File: config.mk
export PLATFORM = sky130hd
export DESIGN_NAME = axi_chk_sat_cnt
export DESIGN_NICKNAME = d
export VERILOG_FILES = /design/src/rtl/axi_wr_rd_checker_sat_cnt.sv
export SDC_FILE = /design/constraint.sdc
export NUM_CORES = 1
export LEC_CHECK = 0
export ABC_AREA = 1
export BUFFER_PORTS_ARGS = -buffer_cell sky130_fd_sc_hd__buf_2
export CORE_ASPECT_RATIO = 0.9
export CORE_MARGIN = 5
export CORE_UTILIZATION = 40
export DETAILED_ROUTE_END_ITERATION = 12
export PLACE_DENSITY = 0.63
export SKIP_CTS_REPAIR_TIMING = 1
export SYNTH_ARGS = -nofsm -noshare
export SYNTH_HDL_FRONTEND = slang
export SYNTH_SLANG_ARGS = --single-unit
File: constraint.sdc
create_clock -name clk -period 2.2 [get_ports clk]
set_clock_uncertainty 0.05 [all_clocks]
set_input_delay 0.33 -clock clk [delete_from_list [all_inputs] [get_ports clk]]
set_output_delay 0.33 -clock clk [all_outputs]
set_load 0.02 [all_outputs]
File: src/rtl/axi_wr_rd_checker_sat_cnt.sv
// Saturating up-counter with synchronous clear.
// Ports: clk, clr (sync clear), inc (count enable), cnt (current value).
module axi_chk_sat_cnt #(
  parameter int unsigned CntWidth = 16
) (
  input  logic                clk,
  input  logic                clr,
  input  logic                inc,
  output logic [CntWidth-1:0] cnt
);

  // Hold at all-ones instead of wrapping.
  always_ff @(posedge clk) begin
    if (clr) begin
      cnt <= '0;
    end else if (inc && (cnt != '1)) begin
      cnt <= cnt + CntWidth'(1);
    end
  end

endmodule

==> impl_metrics.toml, run 1 <==
[outcome]
status = "completed"

[pwr]
ir_drop_mv = 0.2699
pwr_density_cell_nw_per_um2 = 456.5
leakagePower_nw = 0.4852

[global_routing]
antenna_found_initial = 0
grt_overflow_total = 0
grt_pass1_wl_mm = 3.836
grt_max_degree = 17
first_global_vias = 909
grtUsageTotal_pct = 14.53

[drt]
drtAntennaViolNets = 0
drc = 0
routedWlPerCell_um = 11.10
routed_via_density = 4.867
drt_wl_total_mm = 2.165
vias = 949
initialDrtViolationCount = 48
dr.pass1.iters = 4

[die]
die_w_um = 60.82
start_util_pct = 42.22
rows = 16
die_area_um2 = 3390
chipHeight_um = 55.74
io_pins = 19
core-area_um2 = 2202

[clocking]
cts_root_buf = "clkbuf_4"
cts-buffers-inserted = 3
clk_path_buf_depth = 2
clkLatencyLatePin_ps = 280
ctsHtreeMaxLevel = 1
cts.clk_slew.worst_paths_ps = 90
cts_tree = "yes"
clock-sinks = 16

[critical_path]
cp.required_ps = 2370
r2r_setup_slack_ps = 650
crit_arrival_ps = 1720
setup.worst_path.class = "flop to flop"
end_kind = "flop"
worstSetupStartpointType = "flop"
path_max_fanout = 7

[timing]
setup_viol = 0
finalHoldWorstSlack_ps = 441.4
relSlewSlack_pct = 65.36
tightest_slew_ps = 519.1
setup-tns-final_ps = 0
setup_ws_ps = 649.3
period_needed_ps = 1551
rsz0062_at_grt = "false"
layout_worst_path_cycle_share_pct = 70.49
hold_violations = 0
slew_violations = 0
timing.fmax_ghz = 0.6449

[yosys]
syn_area_um2 = 929.6
synth_edf_count = 0
synthArstFlopShare_pct = 0
seq_area_frac_synth_pct = 34.45
avgSynthCellArea_um2 = 6.239
netlist_top_cells_area = "dfxtp_1, nand2_1, nor2_1"
yosys.cell_types.count = 16
ys.warnings.count = 0
synthTopCellsByCount = "nand2_1, nor2_1, dfxtp_1"
syn-num-nets = 153
synth_seq_cells = 16
synth_flop_cell = "dfxtp_1"
yosys.cell_count.top_type = "nand2_1"
yosys.area.top_type_share_pct = 34.45
synth_cells = 149
yosysTopAreaCell = "dfxtp_1"

[finish]
largest_registers = "cnt: 16 flops"
instances_no_fill = 195
diodes = 0
final_core_util_pct = 48.30
num-fill-cells = 255
regMostFlops = "cnt"
largest_reg_flops = 16
area_growth_pct = 14.40
final_layout_size_suffix_gt1_share_pct = 21.43
nets = 174

[place]
dp_cells = 192
port_buffers = 18
hpwlAfterDp_mm = 1.702
place_congestion = 0.8254
pre_cts_ws_ps = 668.3

[job]
drv_cap = 0

[hold_path]
hp-class = "input port to flop"
==> stage by stage <==
step / total power [mW] / instance area [um^2]
2_1_floorplan: 0.3309 / 929.6
3_3_place_gp: 0.3379 / 1041
3_5_place_dp: 0.3407 / 1041
4_1_cts: 0.4965 / 1064
5_1_grt: 0.5152 / 1064
6_report: 0.4854 / 1064
==> cell type report <==
cell class	count	area, um^2	share of cell area, %
Multi-Input combinational cell	121	559.3	52.59
Clock buffer	3	22.52	2.118
Timing Repair Buffer	18	90.09	8.471
Tap cell	27	33.78	3.176
Sequential cell	16	320.3	30.12
Inverter	10	37.54	3.529
==> critical path, stage by stage (launching register included) <==
cell	delay [ps]
dfxtp_1	400
ha_1	190
inv_1	50
nor2_2	170
nand2_2	130
nor2_8	220
nor2_4	60
nand2_1	60
nand2_1	40
nor2_1	110
==> final timing paths <==
| kind | startpoint | end | cells after the start |
|---|---|---|---|
| max | cnt[0] | cnt[1] | 9 |
| min | inc | cnt[3] | 5 |
| max reg2reg | cnt[0] | cnt[1] | 9 |
| min reg2reg | cnt[7] | cnt[7] | 2 |
==> power by group <==
group          internal [mW]  switching, mW  total [mW]
Clock                 0.0635         0.0882       0.152
Combinational         0.0123         0.0246      0.0369
Sequential             0.293        0.00389       0.297
Total                  0.369          0.117       0.485
==> per-layer routing <==
layer,up-vias,track usage [%],routed length (um)
met5,-,0,0
met4,0,4.334,13
met3,2,5.336,102
met2,15,21.83,959
met1,428,19.09,1090
li1,504,-,-
==> cells in the final DEF (no fill, tap or decap) <==
cell type	Yosys	layout
or2_0	1	1
nor2_4	2	2
inv_1	10	10
nor3_1	1	1
a21oi_1	7	7
nand2_2	2	2
nor2_1	35	35
clkbuf_4	1	3
dfxtp_1	16	16
buf_2	1	18
nand3_1	12	12
nor2_8	1	1
nor2_2	10	10
nand4_1	3	3
nand2_1	46	46
ha_1	1	1
==> kinds of logic (layout without fill, tap and decap cells) <==
family / Yosys count / count (layout) / share of synthesized area, %
AO/OA/AOI/OAI: 7 / 7 / 3.768
adder cells (fa/ha/maj): 1 / 1 / 1.346
flip-flops: 16 / 16 / 34.46
buffers and inverters: 12 / 31 / 5.384
AND/OR/NAND/NOR: 113 / 113 / 55.05
Power figures use the tool's default switching activity.
==> run 2: changes to the inputs <==
==> constraint.sdc (replaced) <==
create_clock -name clk -period 1.5 [get_ports clk]
set_clock_uncertainty 0.05 [all_clocks]
set_input_delay 0.225 -clock clk [delete_from_list [all_inputs] [get_ports clk]]
set_output_delay 0.225 -clock clk [all_outputs]
set_load 0.02 [all_outputs]
==> impl_metrics.toml, run 2 (same netlist as run 1, synthesis figures left out) <==
[pwr]
pwr_density_cell_nw_per_um2 = 679.5
internal_power_mw = 0.5959
p_comb_share_pct = 7.0
switching_share_pct = 24.39
power_switching_mw = 0.1922
clkPwrFrac_pct = 37.8
ir_drop_mv = 0.4403
power.sequential.fraction_pct = 55.3
leakagePower_nw = 0.5357

[timing]
slew_violations = 0
relSlewSlack_pct = 65.31
rsz0062_at_grt = "true"
period_needed_ps = 1399
setup_viol = 0
tightest_slew_ps = 519.8
timing.fmax_ghz = 0.7150
finalHoldWorstSlack_ps = 314.1
layout_worst_path_cycle_share_pct = 93.24
hold_violations = 0

[die]
start_util_pct = 42.22
die_area_um2 = 3390
io_pins = 19
die_w_um = 60.82
core-area_um2 = 2202
chipHeight_um = 55.74
rows = 16

[clocking]
cts.clk_slew.worst_paths_ps = 100
cts_tree = "yes"
clk_path_buf_depth = 2
cts_root_buf = "clkbuf_4"
cts-buffers-inserted = 3
ctsHtreeMaxLevel = 1
clkLatencyLatePin_ps = 290
clock-sinks = 16

[place]
dpl_cell_area_um2 = 1074
hpwlAfterDp_mm = 1.717
port_buffers = 18
place_congestion = 0.8641

[critical_path]
end_kind = "flop"
path_max_fanout = 7
worstSetupStartpointType = "flop"
crit_arrival_ps = 1580
cp.required_ps = 1680
setup.worst_path.class = "flop to flop"

[job]
drv_cap = 0

[hold_path]
hp-class = "input port to flop"

[finish]
diodes = 0
regMostFlops = "cnt"
largest_reg_flops = 16
largest_registers = "cnt: 16 flops"
num-fill-cells = 233
area_growth_pct = 24.76
multiInputGateArea_um2 = 591.8
final_common_cell = "nand2_1"
nets = 178
register_area_um2 = 340.3
final_layout_size_suffix_gt1_share_pct = 30.64
final_cell_mix = "nand2_1, nor2_1, buf_2, nand3_1, inv_1"
design_area_um2 = 1160

[drt]
routed_via_density = 4.830
drtAntennaViolNets = 0
dr.pass1.iters = 4
routedWlPerCell_um = 11.26
vias = 966
drt_wl_total_mm = 2.252
initialDrtViolationCount = 44
drc = 0

[global_routing]
antenna_found_initial = 0
first_global_vias = 859
grt_overflow_total = 0
grtUsageTotal_pct = 14.36
grt_pass1_wl_mm = 3.760
grt_max_degree = 17

[outcome]
status = "completed"
-- run 2: path summary, 6_finish.rpt --
kind | slack [ps] | cells past startpoint | start | endpoint
setup reg to reg | 100 | 8 | cnt[14] | cnt[4]
hold / removal | 310 | 5 | inc | cnt[3]
hold reg to reg | 470 | 2 | cnt[7] | cnt[7]
setup / recovery | 100 | 8 | cnt[14] | cnt[4]
-- run 2: layer usage --
metal	track usage, %	share of wire [%]	vias up	wire, um
li1	-	-	516	-
met2	19.69	44	15	991
met5	0	0	-	0
met1	20.64	51	430	1140
met4	5.573	1.6	0	36
met3	4.176	3.7	5	84
-- run 2: power groups by stage --
| stage | Sequential (mW) | Combinational, mW | Clock [mW] |
|---|---|---|---|
| after floorplan | 0.452 | 0.0342 | 0 |
| after global placement | 0.446 | 0.0518 | 0 |
| after detailed placement | 0.446 | 0.0525 | 0 |
| after CTS | 0.436 | 0.0527 | 0.311 |
| after global routing | 0.437 | 0.0619 | 0.323 |
| final | 0.436 | 0.0548 | 0.298 |
-- run 2: critical path, cell delays in order, from the launching register on --
cell	delay, ps
dfxtp_1	380
nand2_1	120
nor2_4	170
nand2_2	130
nor2_8	220
nor2_2	60
nand2_1	60
nand2_1	40
nor2_1	100
-- run 2: stage by stage --
step	util, %	setup TNS [ps]	power, mW	worst slack, ps	cells
2_1_floorplan	-	0	0.4863	77.23	149
6_report	52.67	0	0.7881	101.4	200
4_1_cts	50.40	-7.078	0.8001	-7.078	200
5_1_grt	52.67	-57.40	0.8215	-29.49	200
3_3_place_gp	48.75	0	0.4973	66.20	196
3_5_place_dp	48.75	0	0.4986	30.43	196
-- run 2: area by class of cell --
type	count	area share, %
clock buffer	4	3.128
inverter	10	3.236
multi-input combinational	121	51.02
sequential	16	29.34
tap	27	2.913
timing repair buffer	22	10.36
==> run 3: changes to the inputs <==
--- a/config.mk
+++ b/config.mk
@@ -6,12 +6,14 @@
 export NUM_CORES = 1
 export LEC_CHECK = 0
 export ABC_AREA = 1
-export BUFFER_PORTS_ARGS = -buffer_cell sky130_fd_sc_hd__buf_2
 export CORE_ASPECT_RATIO = 0.9
 export CORE_MARGIN = 5
 export CORE_UTILIZATION = 40
+export CTS_BUF_LIST = sky130_fd_sc_hd__clkbuf_4
 export DETAILED_ROUTE_END_ITERATION = 12
-export PLACE_DENSITY = 0.63
+export DONT_BUFFER_PORTS = 1
+export PLACE_DENSITY = 0.56
+export REMOVE_ABC_BUFFERS = 1
 export SKIP_CTS_REPAIR_TIMING = 1
 export SYNTH_ARGS = -nofsm -noshare
 export SYNTH_HDL_FRONTEND = slang
==> impl_metrics.toml, run 3 (same netlist as run 1, synthesis figures left out) <==
[finish]
num-fill-cells = 229
largest_reg_flops = 16
diodes = 0
final_common_cell = "nand2_1"
largest_registers = "cnt: 16 flops"
nets = 176
final_layout_size_suffix_gt1_share_pct = 29.24
area_growth_pct = 27.73
regMostFlops = "cnt"
final_cell_mix = "nand2_1, nor2_1, buf_4, nand3_1"

[place]
hpwlAfterDp_mm = 1.761
pre_cts_ws_ps = 34.57
place_congestion = 0.9007
port_buffers = 0

[drt]
drtAntennaViolNets = 0
routedWlPerCell_um = 11.89
initialDrtViolationCount = 38
vias = 973
dr.pass1.iters = 4
drt_wl_total_mm = 2.354
drc = 0
routed_via_density = 4.914

[pwr]
internal_power_mw = 0.5481
pwr_density_cell_nw_per_um2 = 619.0
ir_drop_mv = 0.3376
p_comb_share_pct = 7.8
power_switching_mw = 0.1868
clkPwrFrac_pct = 33.1
switching_share_pct = 25.42
power.sequential.fraction_pct = 59.1
leakagePower_nw = 0.5182

[timing]
finalHoldWorstSlack_ps = 140.9
setup_ws_ps = 123.4
rsz0062_at_grt = "true"
tightest_slew_ps = 518.7
timing.fmax_ghz = 0.7264
layout_worst_path_cycle_share_pct = 91.77
hold_violations = 0
period_needed_ps = 1377
relSlewSlack_pct = 65.38
setup_viol = 0
slew_violations = 0

[global_routing]
grt_max_degree = 17
grtUsageTotal_pct = 14.35
grt_overflow_total = 0
first_global_vias = 864
antenna_found_initial = 0
grt_pass1_wl_mm = 3.746

[hold_path]
min-delay-start = "inc"
holdPathStages = 4
hold_end = "cnt[3]"
hp-class = "input port to flop"

[critical_path]
end_kind = "flop"
path_max_fanout = 5
r2r_end = "cnt[14]"
r2r-start = "cnt[12]"
r2r_setup_slack_ps = 120
setup.worst_path.class = "flop to flop"
cp.required_ps = 1650
worstSetupStartpointType = "flop"
reg2reg_depth = 6
crit_arrival_ps = 1520

[die]
die_w_um = 60.82
start_util_pct = 42.22
core-area_um2 = 2202
chipHeight_um = 55.74
die_area_um2 = 3390
io_pins = 19
rows = 16

[clocking]
clkLatencyLatePin_ps = 290
cts_tree = "yes"
cts-buffers-inserted = 3
clock-sinks = 16
clk_path_buf_depth = 2
ctsHtreeMaxLevel = 1
cts_root_buf = "clkbuf_4"
cts.clk_slew.worst_paths_ps = 100

[outcome]
status = "completed"

[job]
drv_cap = 0
## run 3: changes by cell type in the layout (fill, tap and decap cells not counted), sizes merged
cell,delta
buf,-2
clkbuf,-1
clkinv,+1
## run 3: layout make-up
cell class,count,area (um^2),share of cell area [%]
flip-flops and latches,16,331.6,27.92
clock buffers,3,22.52,1.897
well taps,27,33.78,2.845
clock inverters,1,3.754,0.3161
inverters,10,37.54,3.161
multi-input cells,121,604.3,50.90
repair buffers,20,153.9,12.96
## run 3: critical path, cell delays in order (launching register included)
cell	delay (ps)
dfxtp_2	380
nand2_1	90
nor2_4	140
buf_4	130
nand4_1	210
a21oi_1	210
nor2_1	60
## run 3: how the worst max path moves through the flow
stage	end	from	slack, ps	cells past startpoint
finish	cnt[14]	cnt[12]	120	6
global route	cnt[7]	cnt[0]	-6	9
CTS	cnt[2]	cnt[0]	10	9
detailed placement	cnt[14]	cnt[0]	30	7
global placement	cnt[12]	cnt[0]	100	8
floorplan	cnt[0]	cnt[0]	-30	8
## run 3: metrics by stage
step / cell area (um^2) / total power, mW / setup TNS [ps] / utilization [%] / instances
CTS: 1105 / 0.7393 / 0 / 50.17 / 195
detailed placement: 1079 / 0.4965 / 0 / 48.98 / 191
finish: 1187 / 0.7350 / 0 / 53.92 / 198
global placement: 1079 / 0.4948 / 0 / 48.98 / 191
floorplan: 917.1 / 0.4804 / -248.8 / - / 147
global route: 1187 / 0.7673 / -5.812 / 53.92 / 198
## run 3: power by group through the flow
stage                     combinational [mW]  sequential, mW  clock, mW
after floorplan                       0.0293           0.451          0
after global placement                0.0526           0.442          0
after detailed placement              0.0539           0.443          0
after CTS                             0.0541           0.433      0.252
after global routing                  0.0638           0.435      0.268
final                                 0.0575           0.434      0.243
## run 3: per-layer routing
layer  GRT usage, %  wire [um]  vias up
met5              0          0        -
met4          3.715         15        0
met3          5.104        134        2
met2          22.14       1104       18
met1          18.67       1100      440
li1               -          -      513
